===== src/rtl/rv_ctrl_pkg.sv =====
// Shared definitions for the RV32I multi-cycle control path.
// Holds the sequencer state encoding, the nine base opcodes, trap causes,
// the opcode-class type and a classifier used in DECODE.
package rv_ctrl_pkg;

  typedef enum logic [2:0] {
    S_IDLE      = 3'd0,
    S_FETCH     = 3'd1,
    S_DECODE    = 3'd2,
    S_EXECUTE   = 3'd3,
    S_MEM       = 3'd4,
    S_WRITEBACK = 3'd5,
    S_TRAP      = 3'd6,
    S_UNUSED    = 3'd7
  } state_e;

  localparam logic [6:0] OPC_LOAD   = 7'b0000011;
  localparam logic [6:0] OPC_STORE  = 7'b0100011;
  localparam logic [6:0] OPC_OP     = 7'b0110011;
  localparam logic [6:0] OPC_OP_IMM = 7'b0010011;
  localparam logic [6:0] OPC_BRANCH = 7'b1100011;
  localparam logic [6:0] OPC_JAL    = 7'b1101111;
  localparam logic [6:0] OPC_JALR   = 7'b1100111;
  localparam logic [6:0] OPC_LUI    = 7'b0110111;
  localparam logic [6:0] OPC_AUIPC  = 7'b0010111;

  typedef enum logic [1:0] {
    CAUSE_NONE     = 2'd0,
    CAUSE_ILLEGAL  = 2'd1,
    CAUSE_FETCH_TO = 2'd2,
    CAUSE_DATA_TO  = 2'd3
  } cause_e;

  typedef enum logic [2:0] {
    CLS_ALU, CLS_LOAD, CLS_STORE, CLS_BRANCH, CLS_JUMP, CLS_UPPER, CLS_ILLEGAL
  } opclass_e;

  // Memory-side request bundle driven by the sequencer.
  typedef struct packed {
    logic req;
    logic we;
    logic addr_sel;  // 0 = PC, 1 = ALU address
  } mem_ctl_t;

  function automatic opclass_e classify(input logic [6:0] op);
    case (op)
      OPC_OP, OPC_OP_IMM: return CLS_ALU;
      OPC_LOAD:           return CLS_LOAD;
      OPC_STORE:          return CLS_STORE;
      OPC_BRANCH:         return CLS_BRANCH;
      OPC_JAL, OPC_JALR:  return CLS_JUMP;
      OPC_LUI, OPC_AUIPC: return CLS_UPPER;
      default:            return CLS_ILLEGAL;
    endcase
  endfunction

endpackage


===== src/rtl/mem_wait_timer.sv =====
// Wait counter for a pending memory request.
// Ports: clk, rst_n (async low), clr (zero the count), en (a wait cycle is
// in progress), timeout (this wait cycle is the TIMEOUT-th without ready).
module mem_wait_timer #(
  parameter int unsigned TIMEOUT = 15,
  parameter int unsigned CNT_W   = 8
) (
  input  logic clk,
  input  logic rst_n,
  input  logic clr,
  input  logic en,
  output logic timeout
);

  logic [CNT_W-1:0] cnt;

  // cnt holds the number of already-elapsed wait cycles, so the current
  // cycle is wait number cnt+1.
  assign timeout = en && (cnt == CNT_W'(TIMEOUT - 1));

  always_ff @(posedge clk or negedge rst_n) begin
    if (!rst_n)               cnt <= '0;
    else if (clr || timeout)  cnt <= '0;  // expiry leaves the state anyway
    else if (en)              cnt <= cnt + CNT_W'(1);
  end

endmodule


===== src/rtl/multicycle_sequencer.sv =====
// Multi-cycle FSM sequencing the RV32I datapath through fetch, decode,
// execute, memory and writeback; owns the memory handshake, traps on
// illegal opcodes and memory timeouts, and counts retired instructions.
// Ports: run/opcode/mem_ready/trap_clear in; mem_req, mem_we,
// pc_or_address, ir_write, pc_write, reg_write strobes; state, trap,
// trap_cause, instret status.
module multicycle_sequencer
  import rv_ctrl_pkg::*;
#(
  parameter int unsigned MEM_TIMEOUT = 15,
  parameter int unsigned INSTRET_W   = 32
) (
  input  logic                 clk,
  input  logic                 rst_n,
  input  logic                 run,
  input  logic [6:0]           opcode,
  input  logic                 mem_ready,
  input  logic                 trap_clear,
  output logic                 mem_req,
  output logic                 mem_we,
  output logic                 pc_or_address,
  output logic                 ir_write,
  output logic                 pc_write,
  output logic                 reg_write,
  output logic [2:0]           state,
  output logic                 trap,
  output logic [1:0]           trap_cause,
  output logic [INSTRET_W-1:0] instret
);

  state_e                st;
  opclass_e              cls;
  cause_e                cause_q;
  logic [INSTRET_W-1:0]  instret_q;
  opclass_e              dec_cls;
  logic                  waiting, timed_out, retire;
  mem_ctl_t              mem_ctl;

  assign dec_cls = classify(opcode);

  // A wait cycle is any request cycle without ready; everything else,
  // including every state change, clears the counter.
  assign waiting = (st == S_FETCH || st == S_MEM) && !mem_ready;

  mem_wait_timer #(.TIMEOUT(MEM_TIMEOUT), .CNT_W(8)) u_timer (
    .clk     (clk),
    .rst_n   (rst_n),
    .clr     (!waiting),
    .en      (waiting),
    .timeout (timed_out)
  );

  assign retire = (st == S_EXECUTE && cls == CLS_BRANCH) ||
                  (st == S_MEM && cls == CLS_STORE && mem_ready) ||
                  (st == S_WRITEBACK);

  always_ff @(posedge clk or negedge rst_n) begin
    if (!rst_n) begin
      st        <= S_IDLE;
      cls       <= CLS_ALU;
      cause_q   <= CAUSE_NONE;
      instret_q <= '0;
    end else begin
      case (st)
        S_IDLE: if (run) st <= S_FETCH;
        S_FETCH: begin
          if (mem_ready)      st <= S_DECODE;  // ready beats a same-cycle timeout
          else if (timed_out) begin st <= S_TRAP; cause_q <= CAUSE_FETCH_TO; end
        end
        S_DECODE: begin
          cls <= dec_cls;
          if (dec_cls == CLS_ILLEGAL) begin st <= S_TRAP; cause_q <= CAUSE_ILLEGAL; end
          else                         st <= S_EXECUTE;
        end
        S_EXECUTE: begin
          case (cls)
            CLS_LOAD, CLS_STORE: st <= S_MEM;
            CLS_BRANCH:          st <= S_FETCH;
            default:             st <= S_WRITEBACK;
          endcase
        end
        S_MEM: begin
          if (mem_ready)      st <= (cls == CLS_STORE) ? S_FETCH : S_WRITEBACK;
          else if (timed_out) begin st <= S_TRAP; cause_q <= CAUSE_DATA_TO; end
        end
        S_WRITEBACK: st <= S_FETCH;
        S_TRAP: if (trap_clear) begin st <= S_IDLE; cause_q <= CAUSE_NONE; end
        S_UNUSED: st <= S_IDLE;
        default:  st <= S_IDLE;
      endcase
      if (retire) instret_q <= instret_q + INSTRET_W'(1);
    end
  end

  // Outputs decode from the registered state so an async reset drops them
  // immediately; ir_write and the store-completion pc_write follow ready.
  always_comb begin
    mem_ctl          = '0;
    mem_ctl.req      = (st == S_FETCH) || (st == S_MEM);
    mem_ctl.addr_sel = (st == S_MEM);
    mem_ctl.we       = (st == S_MEM) && (cls == CLS_STORE);
  end

  assign mem_req       = mem_ctl.req;
  assign mem_we        = mem_ctl.we;
  assign pc_or_address = mem_ctl.addr_sel;
  assign ir_write      = (st == S_FETCH) && mem_ready;
  assign pc_write      = retire;
  assign reg_write     = (st == S_WRITEBACK);
  assign state         = st;
  assign trap          = (st == S_TRAP);
  assign trap_cause    = cause_q;
  assign instret       = instret_q;

endmodule


===== config.mk =====
export PLATFORM = sky130hd
export DESIGN_NAME = multicycle_sequencer
export DESIGN_NICKNAME = d
export VERILOG_FILES = /design/src/rtl/rv_ctrl_pkg.sv /design/src/rtl/mem_wait_timer.sv /design/src/rtl/multicycle_sequencer.sv
export SDC_FILE = /design/constraint.sdc
export NUM_CORES = 1
export LEC_CHECK = 0
export ABC_AREA = 0
export CELL_PAD_IN_SITES_DETAIL_PLACEMENT = 0
export CELL_PAD_IN_SITES_GLOBAL_PLACEMENT = 1
export CORE_MARGIN = 2
export CORE_UTILIZATION = 38
export CTS_CLUSTER_SIZE = 14
export DETAILED_ROUTE_END_ITERATION = 7
export MAX_ROUTING_LAYER = met4
export PLACE_DENSITY = 0.76
export SETUP_SLACK_MARGIN = 0.4
export SYNTH_ARGS = -nofsm -noshare
export SYNTH_HDL_FRONTEND = slang
export SYNTH_SLANG_ARGS = --single-unit

===== constraint.sdc =====
create_clock -name clk -period 2.3 [get_ports clk]
set_clock_uncertainty 0.2 [all_clocks]
set_input_delay 0.345 -clock clk [delete_from_list [all_inputs] [get_ports clk]]
set_output_delay 0.345 -clock clk [all_outputs]
set_load 0.01 [all_outputs]

==> results.md, run 1 <==
* Mean Syn Cell Area at 9.86 sq um
* DP HPWL at roughly 4000 microns
* FP Rows at 29
* DRT Pass-1 Iters at 4
* Total power at between 2 and 3 mW
* Chip height at about 85 microns
* Reg2Reg Setup Slack at around 350 ps
* Placed Area at roughly 3200 sq um
* Clock root buffer: clkbuf_8
* Iter 0 DRT Violations at 64
* Fin Hold WS at 272 ps
* Synth warn at 0
* Most frequent cells in the layout: clkdlybuf4s50_1 (43), dfrtp_1 (41), buf_4 (31)
* P&R area growth vs syn at 49.6%
* Min-delay src: instret[31]$_DFFE_PN0P_
* Crit path kind: register to output pin
* Mapped Area at approximately 2500 sq um
* FMAX at 511 MHz
* Crit path DAT at 1410 ps
* Vias per Instance at 5.09
* Hold path cells at 1
* Peak VDD IR at a little under 0.5 mV
* CTS tree: yes
* Crit path top cell by count: buf_4
* H-tree depth at 2
* Die W at 84.8 microns
* Drt total wl at between 6000 and 7000 microns
* Clk Latency, worst-skew pair at around 300 ps
* Commonest non-fill, non-tap cell in the layout: clkdlybuf4s50_1
* Vias in the first global route at around 2100
* Final Core Density at 0.585
* Rel. slew slack at 0.623
* Reg-to-Reg Start: state[1]$_DFFE_PN0P_
* Yosys top cell area share at 0.484
* Buffers added on ports at 55
* Final instance area at around 3700 sq um
* WL/cell at about 14 microns
* Leakage power at roughly 1.6 nW
* Register-to-Register Path Depth at 8
* Hold Crit Endpoint: instret[31]$_DFFE_PN0P_
* Crit path cell chain: buf_4 > buf_4 > buf_6 > and3b_1 > buf_2
* Syn_nets at approximately 270
* Post-synth ARST share at 1.00
* Clock buffer count from CTS at 5
* Die area at 7200 sq um
* Register bit total from synthesis at between 40 and 50
* Final min period at 1960 ps
* Inst Count DP at 388
* Worst endpoint required time at roughly 1800 ps
* Slew @ Worst Pin at 565 ps
* Worst Hold Class: register to register
* Final worst setup slack at ~340 ps
* Worst Path Max Fanout at 7
* EDFF count, synth at 0
* Io pins at 56
* First-pass GRT wire length at ~10000 microns
* Area contributors post-synth: dfrtp_1 (48%), xnor2_1 (10%), nand4_1 (4.0%)
* Total core area at between 6000 and 7000 sq um
* ANT cells at 0
* Post-route DRC violation count at 0
* Largest net degree at the start of global routing at 26
* Slowest cell on crit path: dfrtp_1
* Clock Path Buffers at 2
* Mapped Cells at 252
* CP endpoint kind: output pin
* DR vias at 2143
* Antenna Nets Post-Route at 0
* Setup TNS at 0 ps
* Initial antenna violation count at 0
* Clock tree sinks at 48
* Fraction of layout cells with a size suffix above 1 at 0.291
* Final setup fails at 0
* Final Hold Fails at 0
* Initial Util at 0.391
* Main flop type after synthesis: dfrtp_1
* Fin nets at 359
* Sequential element share of the synthesized area at 0.484
* Reg2reg end: instret[11]$_DFFE_PN0P_
* Pre-CTS setup slack at between 50 and 60 ps
* Period utilization at 0.852
* Status: finished clean
* Synth unique cells at 42
* Max_cap viols at 0
* Routability Congestion at 0.855
* CP peak stage delay at around 400 ps
* GR Overflow Total at 0
* RSZ-0062 raised after global routing: true
* Pwr per Cell Area at ~750 nW/um^2
* Final Non-Filler Cells at roughly 420
* Final Max Slew Viols at 0
* Fill cells at roughly 540
* Startpoint Class: register
* Top cell type by total area after synthesis: dfrtp_1
* Gr usage total at 0.172
* Reg clk slew, reported paths at around 90 ps
worst max-delay path by stage:
stage	start	end	slack [ps]
after floorplan	instret[3]$_DFFE_PN0P_	instret[28]$_DFFE_PN0P_	450
after global placement	mem_ready	instret[28]$_DFFE_PN0P_	100
after detailed placement	mem_ready	pc_write	60
after CTS	cls[1]$_DFFE_PN0P_	pc_write	270
after global routing	cls[2]$_DFFE_PN0P_	instret[11]$_DFFE_PN0P_	220
final	state[2]$_DFFE_PN0P_	trap	340
cell families (layout without fill, tap and decap cells):
| logic type | count (synthesis) | count (layout) | share of synthesized area |
|---|---|---|---|
| AO/OA/AOI/OAI | 29 | 29 | 0.0816 |
| XOR/XNOR | 40 | 40 | 0.141 |
| adder cells (fa/ha/maj) | 3 | 3 | 0.0151 |
| buffers and inverters | 21 | 113 | 0.0383 |
| flip-flops | 48 | 48 | 0.484 |
| multiplexers | 1 | 1 | 0.00453 |
| AND/OR/NAND/NOR | 110 | 110 | 0.236 |
flip-flops by register name, summed over array words and instances (netlist names):
signal and cells:
cls 3, instret 32, state 3, trap_cause 2
u_timer.cnt 8
critical path, delay by kind of cell (launching register included):
family	cells	cell delay [ps]
buf+inv	4	550
simple gates	1	160
flops	1	400
cells in the mapped netlist, types with 2 or more instances:
| master | count |
|---|---|
| ha_1 | 3 |
| and2_1 | 6 |
| nand4_1 | 16 |
| nand2b_1 | 2 |
| buf_2 | 4 |
| xor2_1 | 11 |
| a211oi_1 | 2 |
| inv_1 | 10 |
| nor3_1 | 7 |
| nor2b_1 | 2 |
| and3b_1 | 3 |
| a21oi_1 | 5 |
| nand3_1 | 15 |
| nor2_1 | 21 |
| xnor2_1 | 29 |
| o311a_1 | 2 |
| buf_4 | 3 |
| or3_1 | 2 |
| nand2_1 | 19 |
| o21ai_0 | 7 |
| nor3b_1 | 2 |
| clkbuf_1 | 4 |
| and4_1 | 5 |
| and3_1 | 7 |
| dfrtp_1 | 48 |
final cells by class:
type                            instances  area, sq um  area share
Clock inverter                          2         12.5     0.00337
Inverter                               10         42.5      0.0114
Sequential cell                        48         1210       0.326
Clock buffer                            5         68.8      0.0185
Tap cell                               77         96.3      0.0259
Multi-Input combinational cell        183         1390       0.373
Timing Repair Buffer                   96          898       0.242
power breakdown:
part           switching [mW]  internal (mW)  leakage (nW)
sequential              0.123          0.950         0.626
combinational           0.571          0.652         0.966
clock                   0.289          0.207        0.0400
repair_timing:
item / CTS / global route
resized for setup: 57 / 42
pin swaps: 8 / 24
hold buffers: 1 / 0
endpoints found under the setup margin: 40 / 49
hold endpoints to repair: 23 / 0
setup buffers: 10 / 13
cloned: 2 / 0
layer usage:
metal	wire length (microns)	vias to the layer above	GRT usage	part of all wire
met5	0	-	-	0
met4	76	0	0.0491	0.013
met3	197	7	0.0292	0.033
met2	3000	52	0.276	0.50
met1	2750	1023	0.225	0.46
li1	-	1061	-	-
No activity file was read; power rests on OpenSTA's default activity.
==> run 2, diff against run 1 <==
- CORE_UTILIZATION: 38 -> 40
- CTS_BUF_LIST: default -> sky130_fd_sc_hd__clkbuf_8
- PLACE_DENSITY: 0.76 -> 0.8
==> run 2 against run 1 <==
- combinational power up 7%
- highest routed layer unchanged
- critical endpoint is now instret[23]$_DFFE_PN0P_
- clock power up 30%
- register-to-register slack worse by 80 ps
- sequential power about the same
- clock-buffer cell count is 1 higher
==> results.md, run 2 (same netlist as run 1, synthesis figures left out) <==
* Worst Hold Class: input pin to async pin
* Rel. slew slack at 0.757
* Io pins at 56
* Fin nets at between 300 and 400
* Clock buffer count from CTS at 5
* CP endpoint kind: register
* WL/cell at approximately 15 microns
* Fraction of layout cells with a size suffix above 1 at 0.288
* Drt total wl at about 6300 microns
* FMAX at 494 MHz
* Final worst setup slack at ~270 ps
* Crit path DAT at just over 2000 ps
* Final setup fails at 0
* Final Max Slew Viols at 0
* ANT cells at 0
* Die W at 82.8 microns
* Final min period at 2030 ps
* Footprint of the multi-input gates at approximately 1400 sq um
* Reg clk slew, reported paths at ~90 ps
* Gr usage total at 0.187
* Slew @ Worst Pin at around 360 ps
* Final Hold Fails at 0
* Buffers added on ports at between 50 and 60
* CTS tree: yes
* Worst Path Max Fanout at 15
* Worst endpoint required time at 2320 ps
* Most frequent cells in the layout: dfrtp_1 (40), clkdlybuf4s50_1 (40), xnor2_1 (29)
* Largest register FFs at 32
* Iter 0 DRT Violations at 84
* Clock tree sinks at between 40 and 50
* H-tree depth at 2
* Total power at between 3 and 4 mW
* Clock Path Buffers at 2
* Initial antenna violation count at 0
* RSZ-0062 raised after global routing: true
* Max_cap viols at 0
* Status: finished clean
* Chip height at a little over 80 microns
* Vias in the first global route at roughly 2100
* Period utilization at 0.881
* Total core area at roughly 6000 sq um
* Clk Latency, worst-skew pair at about 300 ps
* Fin Hold WS at 244 ps
* FP Rows at 28
* Routability Congestion at 0.905
* Register-to-Register Path Depth at 8
* Largest net degree at the start of global routing at 21
* Antenna Nets Post-Route at 0
* GR Overflow Total at 0
* DRT Pass-1 Iters at 4
* Startpoint Class: register
* P&R area growth vs syn at 51.1%
* Post-route DRC violation count at 0
* First-pass GRT wire length at between 9000 and 10000 microns
* Die area at 6860 sq um
* Initial Util at 0.417
* Pre-CTS setup slack at around 43 ps
* DP HPWL at roughly 4100 microns
* Register area at around 1200 sq um
* DR vias at 2216
* Leakage power at 1.68 nW
* Setup TNS at 0 ps
* Clock root buffer: clkbuf_8
* Fill cells at 516
* Peak VDD IR at ~0.55 mV
* Vias per Instance at 5.25
* Pwr per Cell Area at around 800 nW/um^2
* Crit path kind: register to register
## run 2: cell types whose count changed in the layout (fill, tap and decap cells not counted), moves of 2 or more
| cell | previous run | this run |
|---|---|---|
| buf_4 | 31 | 27 |
| buf_6 | 6 | 14 |
| clkbuf_2 | 2 | 0 |
| clkdlybuf4s50_1 | 43 | 40 |
| dlymetal6s2s_1 | 1 | 4 |
| nand3_1 | 9 | 11 |
| nor2_1 | 21 | 18 |
| nor2_2 | 0 | 3 |
## run 2: area by class of cell
| cell class | instances | area share |
|---|---|---|
| tap | 75 | 0.0250 |
| clock buffer | 6 | 0.0220 |
| sequential | 48 | 0.323 |
| inverter | 10 | 0.0113 |
| timing repair buffer | 98 | 0.248 |
| multi-input combinational | 183 | 0.360 |
| clock inverter | 2 | 0.0103 |
## run 2: report_power, final
part / leakage, nW / switching (mW) / internal, mW
Sequential: 0.624 / 0.122 / 0.952
Combinational: 0.996 / 0.589 / 0.707
Clock: 0.0614 / 0.289 / 0.356
## run 2: per-layer routing
metal	vias to the layer above	global-route usage	part of all wire
li1	1069	-	-
met3	7	0.0292	0.030
met2	56	0.329	0.54
met5	-	-	0
met4	0	0.0607	0.013
met1	1084	0.219	0.42
## run 2: worst max-delay path: stages (launching register included)
cell and delay [ps]:
dfrtp_1 440, nor3b_4 230, a32oi_2 130, buf_4 150, buf_6 120, a21oi_4 160, buf_12 150, and4_1 200
xor2_1 160
## run 2: per-stage QoR
stage	std cells	area, sq um	util
after floorplan	252	2480	-
after global placement	388	3210	0.538
after detailed placement	388	3210	0.538
after CTS	410	3530	0.593
after global routing	422	3750	0.630
final	422	3750	0.630
## run 2: final timing paths
kind / end / slack, ps / startpoint
setup reg to reg: instret[23]$_DFFE_PN0P_ / 270 / cls[2]$_DFFE_PN0P_
setup / recovery: instret[23]$_DFFE_PN0P_ / 270 / cls[2]$_DFFE_PN0P_
hold reg to reg: instret[31]$_DFFE_PN0P_ / 280 / instret[31]$_DFFE_PN0P_
max in group asynchronous: instret[9]$_DFFE_PN0P_ / 1080 / rst_n
min in group clk: cls[2]$_DFFE_PN0P_ / 280 / opcode[2]
hold / removal: trap_cause[1]$_DFFE_PN0P_ / 240 / rst_n
## run 2: what timing repair did
item / 4_1_cts / 5_1_grt
endpoints found under the hold margin: 10 / 0
gates resized for setup: 60 / 46
endpoints found under the setup margin: 35 / 47
hold buffers: 1 / 0
pin swaps: 10 / 17
gates cloned: 1 / 0
buffers inserted: 12 / 12
